<file path="src/rtl/bus_cmd_master_pkg.sv">
// Shared bus field layout for the command master.
// Positions of every bus_in / bus_out field live here.
package bus_cmd_master_pkg;

    localparam int BUS_ADDR_WIDTH = 32;
    localparam int BUS_DATA_WIDTH = 32;
    localparam int BUS_BE_WIDTH   = 4;

    // bus_in: request vector toward the slave
    localparam int BUS_FIELD_CLK     = 0;
    localparam int BUS_FIELD_RESET_L = 1;
    localparam int BUS_FIELD_RD_REQ  = 2;
    localparam int BUS_FIELD_WR_REQ  = 3;
    localparam int BUS_ADDR_START    = 4;
    localparam int BUS_ADDR_END      = BUS_ADDR_START + BUS_ADDR_WIDTH - 1;
    localparam int BUS_WDATA_START   = BUS_ADDR_END + 1;
    localparam int BUS_WDATA_END     = BUS_WDATA_START + BUS_DATA_WIDTH - 1;
    localparam int BUS_BE_START      = BUS_WDATA_END + 1;
    localparam int BUS_BE_END        = BUS_BE_START + BUS_BE_WIDTH - 1;
    localparam int BUS_IN_WIDTH      = BUS_BE_END + 1;

    // bus_out: return vector from the slave
    localparam int BUS_FIELD_RD_ACK = 0;
    localparam int BUS_FIELD_WR_ACK = 1;
    localparam int BUS_FIELD_IRQ    = 2;
    localparam int BUS_RDATA_START  = 3;
    localparam int BUS_RDATA_END    = BUS_RDATA_START + BUS_DATA_WIDTH - 1;
    localparam int BUS_OUT_WIDTH    = BUS_RDATA_END + 1;

endpackage

</file>
<file path="src/rtl/bus_cmd_master.sv">
// Single-outstanding bus command master with ack timeout.
// One command in, one request pulse out, one response strobe back.
module bus_cmd_master
    import bus_cmd_master_pkg::*;
#(
    parameter int TIMEOUT = 255
) (
    input  logic                      clk,
    input  logic                      reset_l,
    input  logic                      cmd_valid,
    output logic                      cmd_ready,
    input  logic                      cmd_write,
    input  logic [BUS_ADDR_WIDTH-1:0] cmd_addr,
    input  logic [BUS_DATA_WIDTH-1:0] cmd_wdata,
    input  logic [3:0]                cmd_be,
    output logic                      rsp_valid,
    output logic [BUS_DATA_WIDTH-1:0] rsp_rdata,
    output logic                      rsp_err,
    output logic [BUS_IN_WIDTH-1:0]   bus_in,
    input  logic [BUS_OUT_WIDTH-1:0]  bus_out,
    output logic                      irq
);

    localparam int CNT_W = $clog2(TIMEOUT + 1);
    localparam logic [CNT_W-1:0] CNT_LAST = CNT_W'(TIMEOUT - 1);

    typedef enum logic [1:0] {
        S_IDLE = 2'd0,
        S_WAIT = 2'd1,
        S_RESP = 2'd2
    } state_t;

    state_t                    state_q, state_d;
    logic [CNT_W-1:0]          cnt_q, cnt_d;
    logic                      write_q;
    logic [BUS_ADDR_WIDTH-1:0] addr_q;
    logic [BUS_DATA_WIDTH-1:0] wdata_q;
    logic [3:0]                be_q;
    logic [BUS_DATA_WIDTH-1:0] rdata_q;
    logic                      err_q;

    logic                      accept;
    logic                      finish;
    logic                      fin_err;
    logic [BUS_DATA_WIDTH-1:0] fin_rdata;
    logic                      ack_ok;
    logic                      in_wait;
    logic                      first_wait;
    logic [BUS_DATA_WIDTH-1:0] bus_rdata;

    assign bus_rdata  = bus_out[BUS_RDATA_END:BUS_RDATA_START];
    assign irq        = bus_out[BUS_FIELD_IRQ];
    assign ack_ok     = write_q ? bus_out[BUS_FIELD_WR_ACK]
                                : bus_out[BUS_FIELD_RD_ACK];
    assign in_wait    = (state_q == S_WAIT);
    assign first_wait = in_wait && (cnt_q == '0);

    assign cmd_ready = (state_q == S_IDLE);
    assign rsp_valid = (state_q == S_RESP);
    assign rsp_rdata = rsp_valid ? rdata_q : '0;
    assign rsp_err   = rsp_valid & err_q;

    // State and timeout counter registers.
    always_ff @(posedge clk or negedge reset_l) begin
        if (!reset_l) begin
            state_q <= S_IDLE;
            cnt_q   <= '0;
        end else begin
            state_q <= state_d;
            cnt_q   <= cnt_d;
        end
    end

    // Next state; a completing ack beats a same-cycle timeout.
    always_comb begin
        state_d   = state_q;
        cnt_d     = cnt_q;
        accept    = 1'b0;
        finish    = 1'b0;
        fin_err   = 1'b0;
        fin_rdata = '0;
        unique case (state_q)
            S_IDLE: begin
                if (cmd_valid) begin
                    accept  = 1'b1;
                    cnt_d   = '0;
                    state_d = S_WAIT;
                end
            end
            S_WAIT: begin
                if (ack_ok) begin
                    finish    = 1'b1;
                    fin_rdata = write_q ? '0 : bus_rdata;
                    state_d   = S_RESP;
                end else if (cnt_q == CNT_LAST) begin
                    finish  = 1'b1;
                    fin_err = 1'b1;
                    state_d = S_RESP;
                end else begin
                    cnt_d = cnt_q + CNT_W'(1);
                end
            end
            S_RESP: begin
                state_d = S_IDLE;
            end
            default: begin
                state_d = S_IDLE;
            end
        endcase
    end

    // Command capture on accept, response capture on finish.
    always_ff @(posedge clk or negedge reset_l) begin
        if (!reset_l) begin
            write_q <= 1'b0;
            addr_q  <= '0;
            wdata_q <= '0;
            be_q    <= '0;
            rdata_q <= '0;
            err_q   <= 1'b0;
        end else begin
            if (accept) begin
                write_q <= cmd_write;
                addr_q  <= cmd_addr;
                wdata_q <= cmd_wdata;
                be_q    <= cmd_be;
            end
            if (finish) begin
                rdata_q <= fin_rdata;
                err_q   <= fin_err;
            end
        end
    end

    // Request vector; address/data/be only visible while waiting.
    always_comb begin
        bus_in = '0;
        bus_in[BUS_FIELD_CLK]     = clk;
        bus_in[BUS_FIELD_RESET_L] = reset_l;
        bus_in[BUS_FIELD_RD_REQ]  = first_wait & ~write_q;
        bus_in[BUS_FIELD_WR_REQ]  = first_wait & write_q;
        if (in_wait) begin
            bus_in[BUS_ADDR_END:BUS_ADDR_START]   = addr_q;
            bus_in[BUS_WDATA_END:BUS_WDATA_START] = wdata_q;
            bus_in[BUS_BE_END:BUS_BE_START]       = be_q;
        end
    end

endmodule

</file>
<file path="config.mk">
export PLATFORM = sky130hd
export DESIGN_NAME = bus_cmd_master
export DESIGN_NICKNAME = d
export VERILOG_FILES = /design/src/rtl/bus_cmd_master_pkg.sv /design/src/rtl/bus_cmd_master.sv
export SDC_FILE = /design/constraint.sdc
export NUM_CORES = 1
export LEC_CHECK = 0
export CAP_MARGIN = 25
export CORE_MARGIN = 2
export CORE_UTILIZATION = 45
export CTS_BUF_LIST = sky130_fd_sc_hd__clkbuf_8
export DETAILED_ROUTE_END_ITERATION = 7
export HOLD_SLACK_MARGIN = 0.06
export PLACE_DENSITY = 0.83
export RECOVER_POWER = 25
export SLEW_MARGIN = 30
export SYNTH_ARGS = -nofsm -noshare
export SYNTH_HDL_FRONTEND = slang
export SYNTH_SLANG_ARGS = --single-unit
</file>
<file path="constraint.sdc">
create_clock -name clk -period 2.19 [get_ports clk]
set_input_delay 0.438 -clock clk [delete_from_list [all_inputs] [get_ports clk]]
set_output_delay 0.438 -clock clk [all_outputs]
set_load 0.01 [all_outputs]
</file>
==> results.ini <==
[placed_design]
dp_hpwl_mm=9.73
placed_area_mm2=0.00752
routabilityCongestion=0.831
dp_cells=940
place.port_buffers=212

[sta]
hold_viol_final=0
slew_violations=59
fmax_mhz=456
worstMarginPinSlew_ns=1.51
fin_ws_ns=-0.00280
setup_violations=1
rsz0062_at_grt=true
fin_skew_ns=0.0130
slew_headroom_pct=-0.628
holdWs_ns=0.479
period_share_pct=100
fin_setup_tns_ns=-0.00280
post-route-min-period_ns=2.19

[power]
p_leak_nw=4.23
power_mw=10.4
p_per_area_mw_per_mm2=1250
ir_drop_mv=0.786

[yosys]
synthArstFlopShare_pct=100
synth_seq_area_share_pct=53.7
netlist_area_mm2=0.00522
synth_cells=613
synth_compound_area_share_pct=5.61
synth_top_family_by_area=simple AND/OR/NAND/NOR gates
synthSimpleGateAreaFrac_pct=33.1
synth_warnings=0
ys_seq_elements=112
synth_mux_area_share_pct=0.479
synth-adder-area-share_pct=0.719
syn_nets=723
avgSynthCellArea_um2=8.52
yosysUniqueCellTypes=37
ys.flop_type=dfrtp_1
synth-xor-area-share_pct=0.168
synth_edf_count=0

[global_route]
grt_remaining_overflow=0
antenna_found_initial=0
grt_start_max_net_pins=113
grt_pass1_wl_mm=24.4
grt_pass1_vias=4991
track_usage_pct=24.5

[final_layout]
n_antenna_cell=0
syn_to_final_growth_pct=58.8
stdcell_count=977
design_area_mm2=0.00829
layout-drive-gt1-share_pct=24.1
fin_nets=942

[clock_tree]
cts_tree=done
postCtsHoldBufs=0
path_clk_slew_ns=0.10
worstSkewPairLatency_ns=0.47

[die]
die_w_um=112
die_y_um=112
start_util_pct=45.9
io_pins=215
die_area_mm2=0.0125
rows=39
core_area_mm2=0.0114

[route]
viasPerCell=5.01
drtIter0Drc=334
wire_per_inst_um=16.3
dr.pass1.iters=5
ant_nets=0
drc=0
drt_wl_total_mm=16.0
via_count=4892

[worst_setup_path]
arrival_ns=1.75
crit_required_ns=1.75
path_class=register to primary output
cp_max_fo=2
cp-start-kind=register
cp-startpoint=cnt_q[5]
r2r_start=cnt_q[0]
end_kind=primary output

[worst_hold_path]
hold_class=input port to register
hold_start=cmd_wdata[31]

[outcome]
violations=max-slew violations, negative setup slack
outcome=finished with violations

[job]
drv_cap=0

## through the flow
stage	utilization, %	setup slack (ns)
floorplan	-	0.518
global placement	66.1	-0.00337
finish	72.9	-0.00280
detailed placement	66.1	-0.0351
CTS	67.5	-0.125
global route	72.9	-0.128
## flip-flops by register name, indices dropped and copies added (netlist names)
name     flops
addr_q      32
be_q         4
cnt_q        8
err_q        1
rdata_q     32
state_q      2
wdata_q     32
write_q      1
## layout by cell type, fill, tap and decap left out, types with 4 or more instances in the layout
cell type / synthesis / layout
nand2_1: 212 / 211
dfrtp_1: 112 / 112
clkdlybuf4s50_1: 0 / 105
buf_6: 1 / 70
and2_4: 0 / 68
nand3_1: 37 / 37
inv_1: 36 / 36
dlygate4sd2_1: 0 / 36
o21ai_0: 35 / 35
and2_1: 102 / 33
buf_4: 3 / 15
clkbuf_8: 0 / 13
buf_12: 0 / 8
clkbuf_16: 0 / 4
## critical path, stage by stage, from the launching register on
cell,delay [ns]
dfrtp_1,0.40
nor4_2,0.30
nand3b_1,0.15
buf_4,0.16
nor4_2,0.11
buf_2,0.16
## per-layer routing
metal	GRT usage [%]	wire (um)	vias to the layer above
met3	8.60	1550	18
met5	0	0	-
met2	40.8	7810	225
met4	8.23	232	0
met1	29.8	6370	2329
li1	-	-	2320
## synth_stat cells (2+ instances only)
library cell | count | area share (%)
and2_1 | 102 | 12
o21ai_0 | 35 | 3.4
a31oi_1 | 3 | 0.36
clkbuf_1 | 22 | 1.6
buf_4 | 3 | 0.43
clkbuf_2 | 2 | 0.19
a21o_2 | 2 | 0.34
ha_1 | 3 | 0.72
and3_1 | 2 | 0.24
inv_1 | 36 | 2.6
nand3_1 | 37 | 3.5
nor4_1 | 3 | 0.36
nor2b_1 | 3 | 0.36
a21oi_1 | 2 | 0.19
buf_1 | 3 | 0.22
dfrtp_1 | 112 | 54
nand2_1 | 212 | 15
buf_2 | 10 | 0.96
nor2_1 | 3 | 0.22
## cells by family after synthesis
group,Yosys count
flops,112
compound gates,49
fa+ha+maj,3
mux,2
simple gates,369
buf+inv,77
xor+xnor,1
## report_power, final
| group | switching [mW] | total [mW] | leakage, nW | internal [mW] |
|---|---|---|---|---|
| sequential | 0.534 | 3.49 | 1.41 | 2.96 |
| clock | 0.687 | 1.36 | 0.113 | 0.676 |
| combinational | 2.55 | 5.52 | 2.70 | 2.97 |
## final timing paths
path	to	slack, ns	cells after the start
setup reg to reg	cnt_q[5]	0.32	6
hold reg to reg	addr_q[17]	0.48	2
min in group asynchronous	rdata_q[22]	0.50	2
max in group asynchronous	cnt_q[3]	0.71	2
setup / recovery	bus_in[2]	-0.003	5
hold / removal	wdata_q[31]	0.48	3
## area by class of cell
type	instances	area, um^2
fill	801	3080
tap	143	179
multi-input combinational	424	2300
timing repair buffer	245	2640
clock buffer	14	188
sequential	112	2800
clock inverter	3	45.0
inverter	36	135
## what timing repair did
item                       CTS  global route
gates cloned                 5             5
buffers inserted            11             4
resized for setup          329           147
pin swaps                    0            45
setup endpoints to repair  105            70
No activity file was read; power rests on OpenSTA's default activity.
